<file path="src/rtl/kcounter_id_scheduler_if.sv">
// ============================================================================
// kcounter_id_scheduler_if
// Phase-error / K-counter control and IDCounter pulse bundle for the scheduler.
// Revision: 1.0
// ============================================================================
`default_nettype none

interface kcounter_id_scheduler_if #(
  parameter int K_WIDTH    = 4,
  parameter int PEND_WIDTH = 3
);
  logic                  enable;
  logic                  clr;
  logic                  ph_err;
  logic                  dn_up;
  logic [K_WIDTH-1:0]    k_max;
  logic                  inc_in;
  logic                  dec_in;
  logic [PEND_WIDTH-1:0] pend_count;
  logic                  overflow;
  logic                  busy;

  modport master (
    output enable, clr, ph_err, dn_up, k_max,
    input  inc_in, dec_in, pend_count, overflow, busy
  );

  modport slave (
    input  enable, clr, ph_err, dn_up, k_max,
    output inc_in, dec_in, pend_count, overflow, busy
  );
endinterface

`default_nettype wire

</file>
<file path="src/rtl/kcounter_id_scheduler.sv">
// ============================================================================
// kcounter_id_scheduler
// DPLL loop-filter K-counter with rate-limited inc/dec pulse issue to IDCounter.
// Revision: 1.0
// ============================================================================
`default_nettype none

module kcounter_id_scheduler #(
  parameter int K_WIDTH    = 4,
  parameter int PEND_WIDTH = 3,
  parameter int GAP        = 2
) (
  input  wire logic                 clk,
  input  wire logic                 rst_n,
  kcounter_id_scheduler_if.slave    bus
);

  localparam int c_gap_w = 4;
  localparam logic [c_gap_w-1:0]         c_gap_load = c_gap_w'(GAP - 1);
  localparam logic [c_gap_w-1:0]         c_gap_one  = c_gap_w'(1);
  localparam logic signed [K_WIDTH+1:0]  c_acc_one  = (K_WIDTH+2)'(1);
  localparam logic signed [PEND_WIDTH:0] c_pend_one = (PEND_WIDTH+1)'(1);
  localparam logic signed [PEND_WIDTH:0] c_pend_max = (PEND_WIDTH+1)'(2**(PEND_WIDTH-1) - 1);
  localparam logic signed [PEND_WIDTH:0] c_pend_min = -c_pend_max;

  logic signed [K_WIDTH:0]      r_acc;
  logic signed [PEND_WIDTH-1:0] r_pend;
  logic [c_gap_w-1:0]           r_gap;
  logic                         r_inc;
  logic                         r_dec;
  logic                         r_overflow;

  logic signed [K_WIDTH+1:0]    w_k_eff;
  logic signed [K_WIDTH+1:0]    w_acc_ext;
  logic signed [K_WIDTH+1:0]    w_acc_up;
  logic signed [K_WIDTH+1:0]    w_acc_dn;
  logic                         w_event;
  logic                         w_carry;
  logic                         w_borrow;
  logic signed [K_WIDTH:0]      w_acc_next;
  logic                         w_issue_inc;
  logic                         w_issue_dec;
  logic signed [PEND_WIDTH:0]   w_pend_ext;
  logic signed [PEND_WIDTH:0]   w_pend_mid;
  logic signed [PEND_WIDTH:0]   w_pend_next;
  logic                         w_drop;
  logic [c_gap_w-1:0]           w_gap_next;

  // Compares run one bit wider than the accumulator so acc+/-1 never wraps.
  assign w_k_eff   = (bus.k_max == '0) ? c_acc_one : $signed({2'b00, bus.k_max});
  assign w_acc_ext = {r_acc[K_WIDTH], r_acc};
  assign w_acc_up  = w_acc_ext + c_acc_one;
  assign w_acc_dn  = w_acc_ext - c_acc_one;
  assign w_event   = bus.enable & bus.ph_err;
  assign w_carry   = w_event & ~bus.dn_up & (w_acc_up >= w_k_eff);
  assign w_borrow  = w_event &  bus.dn_up & (w_acc_dn <= -w_k_eff);

  always_comb begin
    w_acc_next = r_acc;
    if (w_carry || w_borrow) begin
      w_acc_next = '0;
    end else if (w_event) begin
      w_acc_next = bus.dn_up ? w_acc_dn[K_WIDTH:0] : w_acc_up[K_WIDTH:0];
    end
  end

  assign w_issue_inc = (r_gap == '0) && !r_pend[PEND_WIDTH-1] && (r_pend != '0);
  assign w_issue_dec = (r_gap == '0) &&  r_pend[PEND_WIDTH-1];
  assign w_pend_ext  = {r_pend[PEND_WIDTH-1], r_pend};

  // Saturation is judged after this edge's issue, so a carry at +max with an
  // inc going out is still absorbed.
  always_comb begin
    w_pend_mid = w_pend_ext;
    if (w_issue_inc) begin
      w_pend_mid = w_pend_ext - c_pend_one;
    end else if (w_issue_dec) begin
      w_pend_mid = w_pend_ext + c_pend_one;
    end
    w_pend_next = w_pend_mid;
    w_drop      = 1'b0;
    if (w_carry) begin
      if (w_pend_mid == c_pend_max) begin
        w_drop = 1'b1;
      end else begin
        w_pend_next = w_pend_mid + c_pend_one;
      end
    end else if (w_borrow) begin
      if (w_pend_mid == c_pend_min) begin
        w_drop = 1'b1;
      end else begin
        w_pend_next = w_pend_mid - c_pend_one;
      end
    end
  end

  always_comb begin
    w_gap_next = r_gap;
    if (w_issue_inc || w_issue_dec) begin
      w_gap_next = c_gap_load;
    end else if (r_gap != '0) begin
      w_gap_next = r_gap - c_gap_one;
    end
  end

  always_ff @(posedge clk or negedge rst_n) begin
    if (!rst_n) begin
      r_acc      <= '0;
      r_pend     <= '0;
      r_gap      <= '0;
      r_inc      <= 1'b0;
      r_dec      <= 1'b0;
      r_overflow <= 1'b0;
    end else if (bus.clr) begin
      r_acc      <= '0;
      r_pend     <= '0;
      r_gap      <= '0;
      r_inc      <= 1'b0;
      r_dec      <= 1'b0;
      r_overflow <= 1'b0;
    end else begin
      r_acc      <= w_acc_next;
      r_pend     <= w_pend_next[PEND_WIDTH-1:0];
      r_gap      <= w_gap_next;
      r_inc      <= w_issue_inc;
      r_dec      <= w_issue_dec;
      r_overflow <= r_overflow | w_drop;
    end
  end

  assign bus.inc_in     = r_inc;
  assign bus.dec_in     = r_dec;
  assign bus.pend_count = r_pend;
  assign bus.overflow   = r_overflow;
  assign bus.busy       = (r_pend != '0) || (r_gap != '0);

endmodule

`default_nettype wire
</file>
<file path="src/flat_wrapper.sv">
// flat-port wrapper written by rule: the top's interface ports become plain ports
module kcounter_id_scheduler_flat 
#(
  parameter int K_WIDTH    = 4,
  parameter int PEND_WIDTH = 3,
  parameter int GAP        = 2
)
  (clk, rst_n, bus_enable, bus_clr, bus_ph_err, bus_dn_up, bus_k_max, bus_inc_in, bus_dec_in, bus_pend_count, bus_overflow, bus_busy);
  kcounter_id_scheduler_if #(.K_WIDTH(K_WIDTH), .PEND_WIDTH(PEND_WIDTH)) bus_i ();
  input  wire logic clk;
  input  wire logic rst_n;
  input wire logic [$bits(bus_i.enable)-1:0] bus_enable;
  input wire logic [$bits(bus_i.clr)-1:0] bus_clr;
  input wire logic [$bits(bus_i.ph_err)-1:0] bus_ph_err;
  input wire logic [$bits(bus_i.dn_up)-1:0] bus_dn_up;
  input wire logic [$bits(bus_i.k_max)-1:0] bus_k_max;
  output wire logic [$bits(bus_i.inc_in)-1:0] bus_inc_in;
  output wire logic [$bits(bus_i.dec_in)-1:0] bus_dec_in;
  output wire logic [$bits(bus_i.pend_count)-1:0] bus_pend_count;
  output wire logic [$bits(bus_i.overflow)-1:0] bus_overflow;
  output wire logic [$bits(bus_i.busy)-1:0] bus_busy;
  assign bus_i.enable = bus_enable;
  assign bus_i.clr = bus_clr;
  assign bus_i.ph_err = bus_ph_err;
  assign bus_i.dn_up = bus_dn_up;
  assign bus_i.k_max = bus_k_max;
  assign bus_inc_in = bus_i.inc_in;
  assign bus_dec_in = bus_i.dec_in;
  assign bus_pend_count = bus_i.pend_count;
  assign bus_overflow = bus_i.overflow;
  assign bus_busy = bus_i.busy;
  kcounter_id_scheduler #(.K_WIDTH(K_WIDTH), .PEND_WIDTH(PEND_WIDTH), .GAP(GAP)) u_core (.clk(clk), .rst_n(rst_n), .bus(bus_i));
endmodule
</file>
<file path="config.mk">
export PLATFORM = sky130hd
export DESIGN_NAME = kcounter_id_scheduler_flat
export DESIGN_NICKNAME = d
export VERILOG_FILES = /design/src/rtl/kcounter_id_scheduler_if.sv /design/src/rtl/kcounter_id_scheduler.sv /design/src/flat_wrapper.sv
export SDC_FILE = /design/constraint.sdc
export NUM_CORES = 1
export LEC_CHECK = 0
export BUFFER_PORTS_ARGS = -buffer_cell sky130_fd_sc_hd__clkbuf_2
export CAP_MARGIN = 10
export CORE_MARGIN = 3
export CORE_UTILIZATION = 40
export DETAILED_ROUTE_END_ITERATION = 7
export GPL_ROUTABILITY_DRIVEN = 0
export HOLD_SLACK_MARGIN = 0.05
export SYNTH_ARGS = -nofsm -noshare
export SYNTH_HDL_FRONTEND = slang
export SYNTH_SLANG_ARGS = --single-unit
</file>
<file path="constraint.sdc">
create_clock -name clk -period 3.3 [get_ports clk]
set_clock_uncertainty 0.05 [all_clocks]
set_input_delay 0.66 -clock clk [delete_from_list [all_inputs] [get_ports clk]]
set_output_delay 0.66 -clock clk [all_outputs]
set_load 0.005 [all_outputs]
</file>
==> impl_summary.md, run 1 <==
Global routing
The total global routing track utilization is 15.4%. Entering global routing, the biggest net connects 16 pins. The remaining global-route overflow is 0. The first-pass GRT wire length is 5250 um. The via count of the first global-routing pass is 1175.

The number of antenna violations at the first check in global routing was 0.

Power and ir drop
The leakage power summed over all cells is 0.774 nW. The power density normalized to cell area is 694 nW/um2. The worst-case IR drop observed on VDD is 0.000250 V.

Final layout
The post-layout net count is 216. From synthesis to final layout, the design area changed by 10.4%. In the layout the commonest cells are sky130_fd_sc_hd__inv_1, sky130_fd_sc_hd__nor2_1, sky130_fd_sc_hd__ha_1.

Of the cells placed in the final design, the portion with a size suffix greater than 1 is 14.5%. The repair_antennas step left the layout with diodes totalling 0.

STA
Summed over all failing endpoints, the final setup total negative slack is 0 ps. The final hold violation count is 0. Across all hold checks on the routed design, the worst slack comes to 210 ps.

The minimum clock period after layout is 2840 ps. Setup repair after global routing left no endpoint under its margin. Setup violations remaining at the end of the flow were counted as 0.

The count of pins over their slew limit was 0. For this run, the top clock speed supported by timing is 0.352 GHz. The final critical path takes up 86.1% of the cycle.

Routing
The length of the first detailed-routing pass in iterations is 4. The detail-routed via count per cell is 5.11. The remaining design rule violation count is 0. The via count is 1185. Once detail routing completed, the nets flagged for antenna violations numbered 0.

The detailed router finished its first iteration with 68 violations. For this block, the routed nets add up to 2820 um of wire. The routed wirelength normalized by instance count is 12.2 um.

Setup path
The biggest fanout along the worst timing path is 6. At the worst endpoint, the required time is 3460 ps. By startpoint and endpoint, the worst setup path is classified as flip-flop to flip-flop. The launching point of the worst reg2reg path is u_core.r_acc[0].

STA classifies the critical path startpoint as a flip-flop. The most critical setup path has its startpoint at u_core.r_acc[0]. The worst setup path is captured at a flip-flop. The worst path arrival time is 3000 ps.

Floorplanning
The width of the die is 65.7 um. The number of placement rows is 21. The effective utilization at floorplan is 42.1%.

The die is 65.7 um tall. The floorplan core area is 3390 um2. The number of top-level design ports is 17. The die footprint is 4320 um2.

CTS
In this run the deepest clock path goes through 2 buffers. The clock insertion delay at the later pin of the skew report is 290 ps. TritonCTS built the clock tree.

The post-cts repair resize count is 0. In this run the number of H-tree levels came out at 1. The number of clock sinks is 15.

Clock-pin slew was measured on the worst setup and hold paths at 90 ps. For this design, the CTS-stage hold fixing added 0 buffers. After clock tree synthesis, the setup repair step added 0 buffers. The tree is rooted in a sky130_fd_sc_hd__clkbuf_4. The number of buffers inserted during clock tree synthesis is 3.

Place
The half-perimeter wire length after placement is 2350 um. During placement, the flow inserted port buffers numbering 16.

Flow run
The max-capacitance violation count is 0.

Synth
The number of warnings issued by yosys is 0. The gate count after technology mapping is 171. Counting flops with an async set or reset pin after synthesis yields a share of 100%. The number of synthesized register bits is 15. The count of flip-flops with a built-in enable after synthesis is 0. The most used flip-flop cell after synthesis is sky130_fd_sc_hd__dfrtp_1. The synthesized area per cell is 8.34 um2.

The fraction of the yosys area taken by sequential cells is 26.3%. The synthesized netlist net count is 200. The total standard cell area after synthesis is 1430 um2. The netlist uses 43 different library cells.

Status
The flow ran to the end, and the final reports show no timing, DRC or antenna violations.

Worst hold path
The worst hold-check path type is primary input to asynchronous set/reset pin.
-- sequential cells by signal (all words and copies together), names as in the netlist --
| name | count |
|---|---|
| u_core.bus.overflow | 1 |
| u_core.bus.inc_in | 1 |
| u_core.r_gap | 4 |
| u_core.bus.pend_count | 3 |
| u_core.r_acc | 5 |
| u_core.bus.dec_in | 1 |
-- Yosys cell counts (2+ instances only) --
| library cell | count | area share (%) |
|---|---|---|
| sky130_fd_sc_hd__a211oi_1 | 3 | 1.6 |
| sky130_fd_sc_hd__a21o_1 | 2 | 1.1 |
| sky130_fd_sc_hd__a21oi_1 | 8 | 2.8 |
| sky130_fd_sc_hd__a31oi_1 | 4 | 1.8 |
| sky130_fd_sc_hd__and3_1 | 4 | 1.8 |
| sky130_fd_sc_hd__clkbuf_1 | 5 | 1.3 |
| sky130_fd_sc_hd__dfrtp_1 | 15 | 26 |
| sky130_fd_sc_hd__ha_1 | 19 | 17 |
| sky130_fd_sc_hd__inv_1 | 21 | 5.5 |
| sky130_fd_sc_hd__nand2_1 | 10 | 2.6 |
| sky130_fd_sc_hd__nand2b_1 | 3 | 1.3 |
| sky130_fd_sc_hd__nand3_1 | 4 | 1.4 |
| sky130_fd_sc_hd__nand4_1 | 2 | 0.88 |
| sky130_fd_sc_hd__nor2_1 | 21 | 5.5 |
| sky130_fd_sc_hd__nor3_1 | 6 | 2.1 |
| sky130_fd_sc_hd__o211a_1 | 2 | 1.4 |
| sky130_fd_sc_hd__o211ai_1 | 3 | 1.6 |
| sky130_fd_sc_hd__o21ai_0 | 3 | 1.1 |
| sky130_fd_sc_hd__xnor2_1 | 7 | 4.3 |
| sky130_fd_sc_hd__xor2_1 | 6 | 3.7 |
-- worst max-delay path: stages, from the launching register on --
cell,delay (ps)
sky130_fd_sc_hd__dfrtp_1,480
sky130_fd_sc_hd__inv_1,130
sky130_fd_sc_hd__ha_1,220
sky130_fd_sc_hd__nor3b_1,240
sky130_fd_sc_hd__xor2_1,120
sky130_fd_sc_hd__ha_1,320
sky130_fd_sc_hd__nand4_1,120
sky130_fd_sc_hd__o2111a_1,290
sky130_fd_sc_hd__o21ai_0,290
sky130_fd_sc_hd__nand3_1,230
sky130_fd_sc_hd__a211oi_1,260
-- power by group --
part           internal, mW  total [mW]  switching, mW
clock                0.0452       0.107         0.0622
combinational         0.302       0.695          0.393
sequential            0.227       0.291         0.0638
total                 0.574        1.09          0.519
-- area by class of cell --
| class | instances | area, um2 |
|---|---|---|
| Tap cell | 46 | 57.6 |
| Multi-Input combinational cell | 129 | 948 |
| Fill cell | 345 | 1810 |
| Sequential cell | 15 | 375 |
| Inverter | 21 | 78.8 |
| Clock buffer | 3 | 22.5 |
| Clock inverter | 1 | 5.00 |
| Timing Repair Buffer | 17 | 87.6 |
-- per-stage QoR --
stage / setup WS, ps / area, um2 / total power, mW / cells / utilization, %
after floorplan: 555 / 1430 / 0.816 / 171 / -
after global placement: 298 / 1550 / 0.969 / 228 / 45.7
after detailed placement: 154 / 1550 / 0.991 / 228 / 45.7
after CTS: 433 / 1580 / 1.10 / 232 / 46.5
after global routing: 198 / 1580 / 1.23 / 232 / 46.5
final: 458 / 1580 / 1.09 / 232 / 46.5
-- final timing paths --
kind / end / slack [ps] / cells past startpoint
worst max register to register: u_core.r_acc[1] / 460 / 10
worst max-delay path: u_core.r_acc[1] / 460 / 10
worst min register to register: u_core.r_gap[0] / 460 / 1
max in group asynchronous: u_core.bus.pend_count[2] / 2730 / 1
min in group clk: u_core.r_gap[0] / 460 / 1
worst min-delay path: u_core.r_acc[4] / 210 / 1
-- logic make-up (layout without fill, tap and decap cells) --
group	after synthesis	count (layout)	share of synthesized area, %
flops	15	15	26.3
buf+inv	27	42	7.19
compound gates	37	37	20.7
xor+xnor	13	13	7.98
simple gates	58	58	20.2
fa+ha+maj	19	19	16.7
other cells	1	1	0.263
mux	1	1	0.702
-- per-layer routing --
layer,vias up,GRT usage (%),part of all wire [%]
li1,625,-,-
met1,540,19.5,46
met2,15,26.0,49
met3,5,2.05,2.6
met4,0,5.96,1.7
met5,-,0,0
No activity file was read; power rests on OpenSTA's default activity.
==> run 2: changes to the inputs <==
==> constraint.sdc (replaced) <==
create_clock -name clk -period 2.6 [get_ports clk]
set_clock_uncertainty 0.05 [all_clocks]
set_input_delay 0.52 -clock clk [delete_from_list [all_inputs] [get_ports clk]]
set_output_delay 0.52 -clock clk [all_outputs]
set_load 0.005 [all_outputs]
==> run 2 against run 1 <==
Global-route usage rose by 0.88 points. Non-clock buffer count rose by 20. Count of clock-buffer cells in the layout did not move. Critical endpoint is now u_core.bus.pend_count[1]. Sequential cell count did not move. Sequential share of layout area fell by 3.7 points. Via count rose by 9.5%. Final cell count rose by 8.6%. Utilization rose by 8.9 points. Wire length rose by 19%. First-iteration DRC count fell by 18%. Critical path type unchanged.
==> impl_summary.md, run 2 (synthesis gave the netlist of run 1 again) <==
Global routing
The first-pass GRT wire length is 5600 um (was 5250 um). The global-route layer with the greatest usage is met2 (unchanged). The remaining global-route overflow is 0 (unchanged). The global routing met3 resource utilization was 1.20% (was 2.05%). The met1 usage in global routing is 19.4% (was 19.5%). The global routing met2 resource utilization is 30.3% (was 26.0%). The via count of the first global-routing pass is 1300 (was 1175).

The total global routing track utilization is 16.2% (was 15.4%). The maximum number of pins on one net before global-route repair is 16 (unchanged). The number of antenna violations at the first check in global routing is 0 (unchanged).

Setup path
The critical path startpoint is u_core.r_acc[1] (was u_core.r_acc[0]). The kind of start point of the critical path is a flip-flop (unchanged). The capture point of the worst path is u_core.bus.pend_count[1] (was u_core.r_acc[1]). The launching point of the worst reg2reg path is u_core.r_acc[1] (was u_core.r_acc[0]).

The number of cells on the worst reg-to-reg path is 9 (was 10). The endpoint class of the critical path was a flip-flop (unchanged). The required arrival time at the worst endpoint is 2720 ps (was 3460 ps).

The endpoint of the worst register-to-register path is u_core.bus.pend_count[1] (was u_core.r_acc[1]). The worst path arrival time is 2690 ps (was 3000 ps). The biggest fanout along the worst timing path was 4 (was 6). The internal reg-to-reg setup slack was 30 ps (was 460 ps). The type of the setup path with the least slack is flip-flop to flip-flop (unchanged).

Place
The post-detailed-placement cell area is 1650 um2 (was 1550 um2). The quantity of I/O buffers inserted on ports is 16 (unchanged). The half-perimeter wire length after placement came to 2570 um (was 2350 um).

Power and ir drop
The worst voltage drop across the vdd grid was 0.000314 V (was 0.000250 V). The fraction of power spent switching nets is 45.9% (was 47.5%). The part of the power in combinational logic is 68.8% (was 63.6%). The clock share of power is 8.2% (was 9.8%). The total internal power is 0.871 mW (was 0.574 mW). The leakage power summed over all cells was 0.885 nW (was 0.774 nW). The total net switching power is 0.740 mW (was 0.519 mW). The portion of total power attributed to sequential cells is 22.9% (was 26.6%). The power density normalized to cell area came to 859 nW/um2 (was 694 nW/um2).

STA
The count of endpoints failing setup in the final report was 0 (unchanged). The final hold slack is 90.8 ps (was 210 ps). Unrepaired setup endpoints after global routing: true (was false). The final hold violation count came to 0 (unchanged). The worst pin sits at a relative slew slack of 65.2%.

The actual transition at the worst max-transition pin is 520 ps. The achievable clock frequency is 0.389 GHz (was 0.352 GHz). The minimum clock period after layout is 2570 ps (was 2840 ps).

The count of pins over their slew limit is 0 (unchanged). The portion of the clock cycle consumed by the worst path in the final layout is 98.9% (was 86.1%).

CTS
The clock tree buffer depth is 2 (unchanged). The register clock-pin slew on the reported worst setup and hold paths is 90 ps (about the same). The number of buffers inserted during clock tree synthesis was 3 (unchanged). The H-tree level count came to 1 (unchanged). The clock insertion delay at the later pin of the skew report was 280 ps (was 290 ps).

The clock tree root buffer cell was sky130_fd_sc_hd__clkbuf_4 (unchanged). The CTS tree is yes (unchanged). The number of clock sinks came to 15 (unchanged). The quantity of hold-fixing buffers added after cts is 0 (unchanged).

Routing
The first-iteration detailed-routing DRC count came to 56 (was 68). The routed wirelength normalized by instance count is 13.4 um (was 12.2 um). The post-detailed-routing wire length is 3370 um (was 2820 um). The via count came to 1298 (was 1185). The length of the first detailed-routing pass in iterations is 4 (unchanged).

The antenna violation net count after detailed routing is 0 (unchanged). The detail-routed via count per cell came to 5.15 (was 5.11). The remaining design rule violation count came to 0 (unchanged).

Floorplanning
The y dimension of the die was 65.7 um (unchanged). The number of placement rows is 21 (unchanged). The width of the die is 65.7 um (unchanged).

The number of top-level design ports was 17 (unchanged). The floorplan core area came to 3390 um2 (unchanged). The effective utilization at floorplan is 42.1% (unchanged). The die footprint was 4320 um2 (unchanged).

Final layout
The number of flip-flops under the largest register name is 5 (unchanged). Most frequent cells in the layout: sky130_fd_sc_hd__nor2_1, sky130_fd_sc_hd__inv_1, sky130_fd_sc_hd__buf_4 (was sky130_fd_sc_hd__inv_1, sky130_fd_sc_hd__nor2_1, sky130_fd_sc_hd__ha_1). The share of post-route cells with drive strength above 1 is 35.0% (was 14.5%). The post-layout net count is 236 (was 216). The most common cell after layout, fill and taps aside is sky130_fd_sc_hd__nor2_1.

The register name with the most flops is u_core.r_acc (unchanged). The number of inserted diodes is 0 (unchanged). The cell area after layout came to 1880 um2 (was 1580 um2). The layout overhead on the synthesized area was 31.5% (was 10.4%).

Flow run
The max-capacitance violation count is 0 (unchanged).

Status
Result of the run: completed (unchanged).

Worst hold path
The worst hold-check path type was primary input to asynchronous set/reset pin (unchanged).
==> run 2: changes by cell type in the layout (fill, tap and decap cells not counted), sizes merged <==
cell	before	now
buf	1	21
==> run 2: metrics by stage <==
stage               util (%)  power (mW)  std cells  worst slack (ps)  setup TNS (ps)
floorplan                  -        1.04        171              7.47               0
global placement        48.5        1.32        241              -147            -749
detailed placement      48.5        1.37        241              -231           -1560
CTS                     49.4        1.50        245              13.5               0
global route            55.3        1.78        252             -73.0           -83.4
finish                  55.3        1.61        252              29.7               0
==> run 2: how the worst min path moves through the flow <==
stage           from                        to  slack [ps]
6_report       rst_n  u_core.bus.pend_count[1]          90
2_1_floorplan  rst_n         u_core.bus.dec_in         170
5_1_grt        rst_n  u_core.bus.pend_count[2]          90
3_3_place_gp   rst_n  u_core.bus.pend_count[0]         400
4_1_cts        rst_n  u_core.bus.pend_count[2]          90
3_5_place_dp   rst_n  u_core.bus.pend_count[1]         400
==> run 2: cell type report <==
cell class	count	area, um2
clock buffer	3	22.5
clock inverter	1	5.00
fill	313	1510
inverter	21	78.8
multi-input combinational	129	1090
sequential	15	378
tap	46	57.6
timing repair buffer	37	245
==> run 2: power by group through the flow <==
stage,Combinational (mW),Sequential [mW],Clock (mW)
final,1.11,0.370,0.133
after global routing,1.25,0.379,0.153
after CTS,1.00,0.369,0.136
after detailed placement,0.994,0.374,0
after global placement,0.951,0.368,0
after floorplan,0.694,0.343,0
==> run 2: metal layers <==
| layer | share of wire [%] | wire length (um) | up-vias |
|---|---|---|---|
| met2 | 55 | 1840 | 16 |
| met5 | 0 | 0 | - |
| li1 | - | - | 664 |
| met1 | 43 | 1450 | 616 |
| met4 | 0.44 | 15 | 0 |
| met3 | 1.9 | 65 | 2 |
==> run 2: timing repair <==
| action | 4_1_cts | 5_1_grt |
|---|---|---|
| gates resized for setup | 0 | 33 |
| endpoints found under the setup margin | 0 | 8 |
| setup buffers | 0 | 7 |
==> run 2: worst max-delay path: stages (launching register included) <==
cell                       delay, ps
sky130_fd_sc_hd__dfrtp_2         460
sky130_fd_sc_hd__buf_6           140
sky130_fd_sc_hd__ha_4            160
sky130_fd_sc_hd__xor2_2          140
sky130_fd_sc_hd__ha_2            310
sky130_fd_sc_hd__o21ai_1          50
sky130_fd_sc_hd__o211ai_1        440
sky130_fd_sc_hd__o311ai_4        210
sky130_fd_sc_hd__nor2b_2         200
sky130_fd_sc_hd__o311a_1         290
==> run 3: changes to the inputs <==
--- a/config.mk
+++ b/config.mk
@@ -9,6 +9,7 @@
 export CAP_MARGIN = 10
 export CORE_MARGIN = 3
 export CORE_UTILIZATION = 40
+export CTS_BUF_LIST = sky130_fd_sc_hd__clkbuf_8
 export DETAILED_ROUTE_END_ITERATION = 7
 export GPL_ROUTABILITY_DRIVEN = 0
 export HOLD_SLACK_MARGIN = 0.05
==> run 3 against run 2 <==
Non-clock buffer count did not move. Combinational power barely moved. Die area did not move. Via count rose by 0.92%. Largest power group unchanged.
==> impl_summary.md, run 3 (synthesis gave the netlist of run 1 again) <==
Final layout
The number of flip-flops under the largest register name is 5 (unchanged). The post-layout net count is 236 (unchanged). The register name with the most flops was u_core.r_acc (unchanged). The combined area of the multi-input logic cells is 1080 um2 (was 1090 um2).

The share of post-route cells with drive strength above 1 is 34.0% (was 35.0%). Most frequent cells in the layout: sky130_fd_sc_hd__nor2_1, sky130_fd_sc_hd__buf_4, sky130_fd_sc_hd__inv_1 (was sky130_fd_sc_hd__nor2_1, sky130_fd_sc_hd__inv_1, sky130_fd_sc_hd__buf_4). The layout overhead on the synthesized area is 32.1% (was 31.5%).

The cell area after layout was 1880 um2 (about the same). The number of inserted diodes is 0 (unchanged). The most common cell after layout, fill and taps aside is sky130_fd_sc_hd__nor2_1 (unchanged).

The number of inserted filler cells in the final layout is 312 (was 313). The flip-flop and latch area is 378 um2 (unchanged). The final design utilization is 55.6% (was 55.3%).

Routing
The detail-routed via count per cell is 5.20 (was 5.15). The post-detailed-routing wire length is 3370 um (about the same). The first-iteration detailed-routing DRC count is 51 (was 56). The remaining design rule violation count is 0 (unchanged).

The via count was 1310 (was 1298). The routed wirelength normalized by instance count is 13.4 um (about the same). The length of the first detailed-routing pass in iterations is 4 (unchanged).

The antenna violation net count after detailed routing is 0 (unchanged).

Setup path
The kind of start point of the critical path is a primary input (was flip-flop). The worst path arrival time was 2640 ps (was 2690 ps). The type of the setup path with the least slack is primary input to flip-flop (was flip-flop to flip-flop).

The required arrival time at the worst endpoint was 2670 ps (was 2720 ps). The biggest fanout along the worst timing path is 4 (unchanged). The number of cells on the worst reg-to-reg path is 8 (was 9). The endpoint class of the critical path was a flip-flop (unchanged).

Floorplanning
The number of top-level design ports came to 17 (unchanged). The die footprint was 4320 um2 (unchanged). The width of the die is 65.7 um (unchanged). The floorplan core area is 3390 um2 (unchanged). The effective utilization at floorplan is 42.1% (unchanged). The y dimension of the die is 65.7 um (unchanged). The number of placement rows is 21 (unchanged).

STA
The final hold violation count is 0 (unchanged). The count of pins over their slew limit is 0 (unchanged). Unrepaired setup endpoints after global routing: true (unchanged). The portion of the clock cycle consumed by the worst path in the final layout is 98.9% (about the same). The minimum clock period after layout is 2570 ps (about the same).

The actual transition at the worst max-transition pin is 539 ps (was 520 ps). The achievable clock frequency is 0.389 GHz (about the same). The final hold slack is 141 ps (was 90.8 ps). The headroom to the max-slew limit came to 63.9% (was 65.2%). The slack of the critical path is 27.8 ps (was 29.7 ps). The count of endpoints failing setup in the final report came to 0 (unchanged).

CTS
The H-tree level count was 1 (unchanged). The register clock-pin slew on the reported worst setup and hold paths is 60 ps (was 90 ps). The CTS tree is yes (unchanged). The number of clock sinks is 15 (unchanged). The clock tree buffer depth is 2 (unchanged).

The clock tree root buffer cell was sky130_fd_sc_hd__clkbuf_8 (was sky130_fd_sc_hd__clkbuf_4). The quantity of hold-fixing buffers added after cts was 0 (unchanged). The clock insertion delay at the later pin of the skew report is 240 ps (was 280 ps). The number of buffers inserted during clock tree synthesis is 3 (unchanged).

Power and ir drop
The part of the power in combinational logic is 67.1% (was 68.8%). The total internal power was 0.930 mW (was 0.871 mW). The fraction of power spent switching nets is 44.8% (was 45.9%).

The total net switching power came to 0.754 mW (was 0.740 mW). The power density normalized to cell area was 894 nW/um2 (was 859 nW/um2). The worst voltage drop across the vdd grid is 0.000298 V (was 0.000314 V). The leakage power summed over all cells is 0.892 nW (was 0.885 nW).

The portion of total power attributed to sequential cells is 21.8% (was 22.9%). The clock share of power was 11.1% (was 8.2%).

Status
Result of the run: completed (unchanged).

Global routing
The first-pass GRT wire length is 5580 um (was 5600 um). The number of antenna violations at the first check in global routing is 0 (unchanged). The remaining global-route overflow is 0 (unchanged). The total global routing track utilization is 16.3% (was 16.2%). The via count of the first global-routing pass is 1293 (was 1300). The maximum number of pins on one net before global-route repair is 16 (unchanged).

Place
The half-perimeter wire length after placement is 2570 um (unchanged). The post-detailed-placement cell area was 1650 um2 (unchanged). The quantity of I/O buffers inserted on ports is 16 (unchanged). The setup slack at placement is -231 ps (unchanged).

Flow run
The max-capacitance violation count was 0 (unchanged).

Worst hold path
The worst hold-check path type is primary input to asynchronous set/reset pin (unchanged).
## run 3: worst paths after layout
| path | slack [ps] | endpoint | start |
|---|---|---|---|
| max reg2reg | 50 | u_core.bus.pend_count[1] | u_core.r_acc[1] |
| max in group asynchronous | 2050 | u_core.r_acc[2] | rst_n |
| min reg2reg | 480 | u_core.r_gap[0] | u_core.r_gap[0] |
| min in group clk | 480 | u_core.r_gap[0] | u_core.r_gap[0] |
| min | 140 | u_core.bus.pend_count[1] | rst_n |
| max | 30 | u_core.bus.pend_count[1] | bus_k_max[2] |
## run 3: power by group through the flow
| stage | Clock, mW | Sequential (mW) | Combinational [mW] |
|---|---|---|---|
| global placement | 0 | 0.368 | 0.951 |
| detailed placement | 0 | 0.374 | 0.994 |
| CTS | 0.189 | 0.370 | 1.00 |
| floorplan | 0 | 0.343 | 0.694 |
| finish | 0.187 | 0.367 | 1.13 |
| global route | 0.208 | 0.376 | 1.27 |
## run 3: stage by stage
stage	TNS (ps)	cells	total power [mW]
detailed placement	-1560	241	1.37
global route	-127	252	1.85
CTS	0	245	1.56
floorplan	0	171	1.04
global placement	-749	241	1.32
finish	0	252	1.68
## run 3: cell type report
cell class	count	area share, %
clock buffers	3	2.19
clock inverters	1	0.266
inverters	21	4.18
multi-input cells	129	57.1
flip-flops and latches	15	20.1
well taps	46	3.05
repair buffers	37	13.1
## run 3: worst max-delay path: stages
cell and delay, ps:
sky130_fd_sc_hd__buf_2 90, sky130_fd_sc_hd__nor3_2 40, sky130_fd_sc_hd__or2_4 240, sky130_fd_sc_hd__buf_4 140
sky130_fd_sc_hd__ha_4 260, sky130_fd_sc_hd__nand2b_4 100, sky130_fd_sc_hd__a211oi_1 60, sky130_fd_sc_hd__o211ai_1 470
sky130_fd_sc_hd__o311ai_4 210, sky130_fd_sc_hd__nor2b_2 200, sky130_fd_sc_hd__o311a_1 300
## run 3: metal layers
metal	GRT usage, %	part of all wire [%]
met4	5.96	0.53
met3	1.20	1.9
met1	19.6	42
met5	0	0
met2	29.8	56
## run 3: timing repair
action	4_1_cts	5_1_grt
gates resized for setup	0	32
setup endpoints to repair	0	8
setup buffers	0	7
